### config.mk
export PLATFORM = sky130hd
export DESIGN_NAME = alu_pipe
export DESIGN_NICKNAME = d
export VERILOG_FILES = /design/src/rtl/alu_pipe.sv
export SDC_FILE = /design/constraint.sdc
export NUM_CORES = 2
export LEC_CHECK = 0
export BUFFER_PORTS_ARGS = -buffer_cell sky130_fd_sc_hd__buf_2
export CORE_AREA = 2 2 407 409
export CTS_CLUSTER_DIAMETER = 80
export CTS_CLUSTER_SIZE = 10
export DETAILED_ROUTE_END_ITERATION = 16
export DIE_AREA = 0 0 409 411
export HOLD_SLACK_MARGIN = 0.12
export PLACE_DENSITY = 0.58
export SYNTH_ARGS = -nofsm -noshare
export SYNTH_HDL_FRONTEND = slang
export SYNTH_SLANG_ARGS = --single-unit
### constraint.sdc
create_clock -name clk -period 5.4 [get_ports clk]
set_input_delay 1.08 -clock clk [delete_from_list [all_inputs] [get_ports clk]]
set_output_delay 1.08 -clock clk [all_outputs]
set_load 0.01 [all_outputs]
### src/rtl/alu_pipe.sv
// alu_pipe: two-stage regfile/ALU execute; issue -> result/writeback 2 cycles, no output backpressure.
// ALU_PIPE_FORWARD_EN forwards the EX result on a hazard; otherwise in_ready drops for one cycle and a bubble enters EX.
module alu_pipe #(
  parameter int DATA_WIDTH    = 32,
  parameter int ADDRESS_WIDTH = 5,
  parameter int A0_INDEX      = 10
) (
  input  logic                     clk,
  input  logic                     rst_n,
  input  logic                     in_valid,
  output logic                     in_ready,
  input  logic [ADDRESS_WIDTH-1:0] rs1,
  input  logic [ADDRESS_WIDTH-1:0] rs2,
  input  logic [ADDRESS_WIDTH-1:0] rd,
  input  logic                     RegWrite,
  input  logic                     ALUsrc,
  input  logic [2:0]               ALUCtrl,
  input  logic [DATA_WIDTH-1:0]    ImmOp,
  output logic                     out_valid,
  output logic [DATA_WIDTH-1:0]    result,
  output logic                     eq,
  output logic [DATA_WIDTH-1:0]    a0
);

  localparam int NREG = 1 << ADDRESS_WIDTH;
  localparam int SHW  = $clog2(DATA_WIDTH);
  localparam logic [ADDRESS_WIDTH-1:0] A0_IDX = ADDRESS_WIDTH'(A0_INDEX);

  typedef struct packed {
    logic                     vld;
    logic [ADDRESS_WIDTH-1:0] rd;
    logic                     wr;
    logic [2:0]               ctrl;
    logic [DATA_WIDTH-1:0]    op1;
    logic [DATA_WIDTH-1:0]    op2;
  } ex_t;

  ex_t                   ex_q;
  ex_t                   ex_d;
  logic [DATA_WIDTH-1:0] regs [NREG];
  logic [DATA_WIDTH-1:0] alu_res;
  logic [DATA_WIDTH-1:0] rd1_dat;
  logic [DATA_WIDTH-1:0] rd2_dat;
  logic                  ex_wb;
  logic                  haz1;
  logic                  haz2;

  always_comb begin
    alu_res = '0;
    case (ex_q.ctrl)
      3'b000: alu_res = ex_q.op1 + ex_q.op2;
      3'b001: alu_res = ex_q.op1 - ex_q.op2;
      3'b010: alu_res = ex_q.op1 & ex_q.op2;
      3'b011: alu_res = ex_q.op1 | ex_q.op2;
      3'b100: alu_res = ex_q.op1 ^ ex_q.op2;
      3'b101: alu_res = ex_q.op1 << ex_q.op2[SHW-1:0];
      3'b110: alu_res = ex_q.op1 >> ex_q.op2[SHW-1:0];
      default: alu_res = {{(DATA_WIDTH-1){1'b0}}, ($signed(ex_q.op1) < $signed(ex_q.op2))};
    endcase
  end

  // An EX instruction only counts as a producer if it will actually write a non-zero rd.
  assign ex_wb = ex_q.vld && ex_q.wr && (ex_q.rd != '0);
  assign haz1  = ex_wb && (ex_q.rd == rs1);
  assign haz2  = ex_wb && !ALUsrc && (ex_q.rd == rs2);

  assign rd1_dat = (rs1 == '0) ? '0 : regs[rs1];
  assign rd2_dat = (rs2 == '0) ? '0 : regs[rs2];

  always_comb begin
    ex_d      = '0;
    ex_d.vld  = in_valid && in_ready;
    ex_d.rd   = rd;
    ex_d.wr   = RegWrite;
    ex_d.ctrl = ALUCtrl;
`ifdef ALU_PIPE_FORWARD_EN
    in_ready  = 1'b1;
    ex_d.op1  = haz1 ? alu_res : rd1_dat;
    ex_d.op2  = ALUsrc ? ImmOp : (haz2 ? alu_res : rd2_dat);
`else
    in_ready  = !(in_valid && (haz1 || haz2));
    ex_d.op1  = rd1_dat;
    ex_d.op2  = ALUsrc ? ImmOp : rd2_dat;
`endif
  end

  always_ff @(posedge clk or negedge rst_n) begin
    if (!rst_n) begin
      ex_q      <= '0;
      out_valid <= 1'b0;
      result    <= '0;
      eq        <= 1'b0;
      for (int i = 0; i < NREG; i++) regs[i] <= '0;
    end else begin
      ex_q      <= ex_d;
      out_valid <= ex_q.vld;
      if (ex_q.vld) begin
        result <= alu_res;
        eq     <= (ex_q.op1 == ex_q.op2);
      end
      if (ex_wb) regs[ex_q.rd] <= alu_res;
    end
  end

  assign a0 = regs[A0_IDX];

endmodule

# Word level (Yosys, flattened, before mapping)
# Cells that the tools add are included.
# totals
reg_bits,1132
out_inout_bits,67
word_cells,93
# op_classes
addsub,2
n_lt_le_gt_ge,5
n_eq_ne,9
shift,2
muxes,13
n_bitwise,6
reduce_logical,15
# ops
cell,count
1024-bit bitwise mux,1
32-bit binary-select mux with 5-bit select,2
32-bit two-way mux,8
32-bit case mux with 7 select lines,1
32-bit demux with 5-bit select,1
32-bit adder,1
32-bit bitwise AND,1
32-bit equality test,1
32-bit < comparator,1
32-bit OR,1
32-bit by 5-bit left shift with 32-bit output,1
32-bit by 5-bit >> shifter with 32-bit output,1
32-bit subtractor,1
32-bit XOR,1
6-bit >= comparator (second input constant),3
5-bit inverter with 6-bit output,3
5-bit equality test,2
5-bit logical NOT,2
3-bit equality test (second input constant),3
1-bit logical AND,8
3-bit by 2-bit equality test with 1-bit output (second input constant),2
6-bit by 1-bit < comparator with 1-bit output (second input constant),1
5-bit nonzero test,1
3-bit by 1-bit equality test with 1-bit output (second input constant),1
other kinds (3),4

# Depth between registers and ports, before layout
# depth
word_depth,8
ltp_mapped,15
mapped_depth_nobuf,13

# Worst setup path after synthesis
# OpenSTA, ideal clock, no wires.
# synth_timing
path_kind,input port to output port
from,input port rs2[0]
to,output port in_ready
arrival_time_ns,2.926
slack_ns,1.394
stages,9
cell_sequence,clkbuf_1 > clkbuf_1 > clkbuf_1 > xnor2_1 > nand4_1 > nor3_1 > a31oi_1 > a211oi_1 > nand2_1
# synth_via
elab_chain_cells,5
# synth_rtl
item,line,text
"start, declared",13,"input logic [ADDRESS_WIDTH-1:0] rs2,"
5-bit equality test,65,assign haz2 = ex_wb && !ALUsrc && (ex_q.rd == rs2);
1-bit logical AND,65,
1-bit logical OR,81,in_ready = !(in_valid && (haz1 || haz2));
1-bit logical AND,81,
1-bit logical NOT,81,
"end, declared",11,"output logic in_ready,"
# No other way between the ends.

# Worst setup path in the final report
# layout_timing
from,register ex_q[42] (netlist name)
to,register regs[671] (netlist name)
# layout_via
elab_chain_cells,3
word_cells_on_any_way,6
# layout_rtl
item,line,text
"start, declared",38,ex_t ex_q;
"start signal, assigned",89,ex_q <= '0;
"start signal, assigned",95,ex_q <= ex_d;
32-bit subtractor (tied with other cells),52,3'b001: alu_res = ex_q.op1 - ex_q.op2;
32-bit case mux with 7 select lines (*),50,case (ex_q.ctrl)
1024-bit bitwise mux (*),101,if (ex_wb) regs[ex_q.rd] <= alu_res;
"end signal, assigned by index",101,
"end, declared",40,logic [DATA_WIDTH-1:0] regs [NREG];
# Mark *: on every way between the ends. The rest lies on a longest branch, timed or not.
# A chain may end at the register's enable or synchronous reset.

==> impl_metrics.csv <==
group,metric,value,unit
run_status,status,"finished, final reports clean",
floorplan,design.die.area,168100,um^2
power_and_ir_drop,p_seq_frac,0.417,
sta,worst_hold_slack,0.2795,ns
floorplan,io_pins,122,
clock_tree,clk_pin_slew,0.06,ns
finish,num-nets-final,6295,
floorplan,die_w,409,um
clock_tree,cts_resized,0,
sta,fmax,218.9,MHz
clock_tree,cts_tree,"yes",
synth,synth.most_common_cell,"dfrtp_1",
finish,nFillCells,15474,
finish,instances_no_fill,8350,
clock_tree,cts_hold_buf,0,
finish,utilization,0.4369,
place,hpwl,155.4,mm
critical_path,critPathArrivalTime,5.18,ns
synth,synth_compound_gate_area_share,0.1675,
synth,synth_common_cells,"1132 x dfrtp_1, 1036 x nand2_1, 934 x o21ai_0",
detailed_routing,via_count,52135,
sta,slew_violations,0,
detailed_routing,wl_met2,105.6,mm
critical_path,startpoint_type,"register",
synth,synth_largest_area_cell,"dfrtp_1",
place,place_inst,8185,
critical_path,cp-end-kind,"register",
global_route,grt_usage,0.2793,
floorplan,die_h,411,um
critical_path,crit_type,"register to register",
critical_path,critPathRequiredTime,6.01,ns
synth,synth.distinct_cells,98,
global_route,grt_pass1_vias,50653,
clock_tree,cts_buffer_depth,3,
detailed_routing,drc,0,
sta,worst_pin_slew,1.220,ns
power_and_ir_drop,p_comb_frac,0.268,
sta,fin_crit_sh,0.8458,
sta,rsz0062_at_grt,"false",
global_route,antenna_found_initial,6,
synth,synth_xor_area_frac,0.001747,
power_and_ir_drop,pwr-share-clk,0.315,
global_route,grt_max_degree,157,
synth,synth_top_cell_area_share,0.4347,
synth,synth-edff-count,0,
sta,maxSlewHeadroom,0.1836,
detailed_routing,drt_iter0_markers,6266,
power_and_ir_drop,switchingPower,0.009078,W
clock_tree,clock_sink_count,1132,
detailed_routing,dr.pass1.iters,7,
synth,synth.mux.area_fraction,0.2273,
floorplan,core_region_area,163900,um^2
clock_tree,numCtsBuffers,135,
synth,synth-simple-area-share,0.09843,
min_path,holdCritPathClass,"input port to async pin",
synth,avgSynthCellArea,10.25,um^2
power_and_ir_drop,intPower,0.01715,W
synth,yosys_most_used_dff,"dfrtp_1",
sta,finalHoldViolCount,0,
detailed_routing,top_layer_used,"met4",
power_and_ir_drop,switching_share,0.3462,
power_and_ir_drop,leakagePower,30.25,nW
synth,synth_top_family_by_area,"multiplexers",
finish,area_delta_synth_final,9.857,%
synth,syn_area,65170,um^2
synth,ys_ff_latch,1132,
synth,ys_warn_count,0,
detailed_routing,wl_met3,20.36,mm
place,place_ws,1.076,ns
synth,synthTopCellsByArea,"dfrtp_1 43%, mux4_2 17%, o21ai_0 7.2%",
place,port_buffers,121,
synth,yosysSeqAreaShare,0.4347,
global_route,grt_overflow,0,
place,gp_congestion,1.011,
sta,clock_skew,0.04910,ns
sta,tns,0,ns
clock_tree,htree_num_levels,4,
power_and_ir_drop,ir_drop,0.3439,mV
detailed_routing,wl_met1,102.2,mm
synth,synthAdderAreaFrac,0.02077,
synth,syn_inst,6361,
finish,drive_gt1_frac,0.1932,
sta,fin_crit,4.567,ns
floorplan,rows,149,
power_and_ir_drop,cellPowerDensity,366.3,nW/um^2
detailed_routing,wirelength,237.4,mm
detailed_routing,antenna_left,0,
detailed_routing,wl_per_cell,28.44,um
synth,synth_fp_nets,6523,
sta,fin_ws,0.8325,ns
floorplan,start_util,0.3977,
critical_path,cp_max_fo,31,
synth,async_flop_share,1.000,
clock_tree,clock_latency,0.78,ns
clock_tree,cts_root_buf,"clkbuf_16",
sta,setup_violations,0,
detailed_routing,avgViaCountPerCell,6.244,
global_route,grt_pass1_wl,349.6,mm
clock_tree,cts_post_setup_buffers_inserted,0,
run,maxCapViolations,0,
[routing by layer]
| layer | vias up | GRT usage |
|---|---|---|
| met5 | - | 0 |
| met4 | 0 | 0.1049 |
| met1 | 26510 | 0.3985 |
| li1 | 22650 | - |
| met2 | 2510 | 0.4210 |
| met3 | 465 | 0.05516 |
[state kept, by name, indices dropped and copies added (netlist names)]
register,cells
out_valid,1
a0,32
result,32
regs,992
ex_q,74
eq,1
[critical path, cell delays in order (launching register included)]
cell and delay, ns:
dfrtp_1 0.56, inv_1 0.12, ha_1 0.65, a21oi_1 0.20, a2111oi_0 0.58, o32ai_1 0.14, a21oi_1 0.46, o21ai_1 0.34
o311ai_0 0.45, o211ai_1 0.19, nand2_1 0.19, buf_4 0.38, o21ai_1 0.11
[cells in the final DEF (no fill, tap or decap), drive strengths merged, types with 23 or more instances in the layout]
cell type / count
a21oi: 377
a31oi: 42
o22ai: 81
nand3: 25
o21ai: 1060
dfrtp: 1132
inv: 110
clkbuf: 143
ha: 105
o221ai: 79
nand2: 1036
nor3: 65
nor2: 374
mux4: 482
a21o: 23
mux2: 109
buf: 300
a211oi: 46
mux2i: 271
[power groups by stage]
stage | logic (W) | registers [W] | clock network, W
finish | 0.00703 | 0.0109 | 0.00825
global route | 0.00758 | 0.0111 | 0.00875
CTS | 0.00695 | 0.0109 | 0.00839
detailed placement | 0.00693 | 0.0110 | 0
global placement | 0.00685 | 0.0110 | 0
floorplan | 0.00472 | 0.0106 | 0
[cells by family (layout without fill, tap and decap cells)]
kind of cell             Yosys count  in the layout
flip-flops                      1132           1132
AND/OR/NAND/NOR                 1599           1599
XOR/XNOR                          13             13
buffers and inverters            768            565
adder cells (fa/ha/maj)          107            107
multiplexers                     862            862
other                              0              3
AO/OA/AOI/OAI                   1880           1880
[layout make-up]
cell class / count / area, um^2 / area share
diodes: 3 / 7.507 / 0.0001049
clock buffers: 143 / 3482 / 0.04864
clock inverters: 19 / 255.2 / 0.003565
inverters: 103 / 386.6 / 0.005400
multi-input cells: 4461 / 34010 / 0.4750
flip-flops and latches: 1132 / 28340 / 0.3958
well taps: 2189 / 2739 / 0.03826
repair buffers: 300 / 2379 / 0.03322
[through the flow]
step | cell area (um^2) | power, W
floorplan | 65170 | 0.01537
global placement | 67850 | 0.01781
detailed placement | 67850 | 0.01798
CTS | 71590 | 0.02625
global route | 71590 | 0.02744
finish | 71590 | 0.02622
[path summary, 6_finish.rpt]
check | start | to | cells past startpoint | slack, ns
min | rst_n | ex_q[64]$_DFF_PN0_ | 1 | 0.28
max in group asynchronous | rst_n | ex_q[73]$_DFF_PN0_ | 2 | 3.63
max | ex_q[42]$_DFF_PN0_ | regs[671]$_DFFE_PN0P_ | 12 | 0.83
max reg2reg | ex_q[42]$_DFF_PN0_ | regs[671]$_DFFE_PN0P_ | 12 | 0.83
min reg2reg | regs[1006]$_DFFE_PN0P_ | regs[1006]$_DFFE_PN0P_ | 0 | 0.40
min in group clk | regs[1006]$_DFFE_PN0P_ | regs[1006]$_DFFE_PN0P_ | 0 | 0.40
Note: power is estimated with default switching activity, not from simulation.
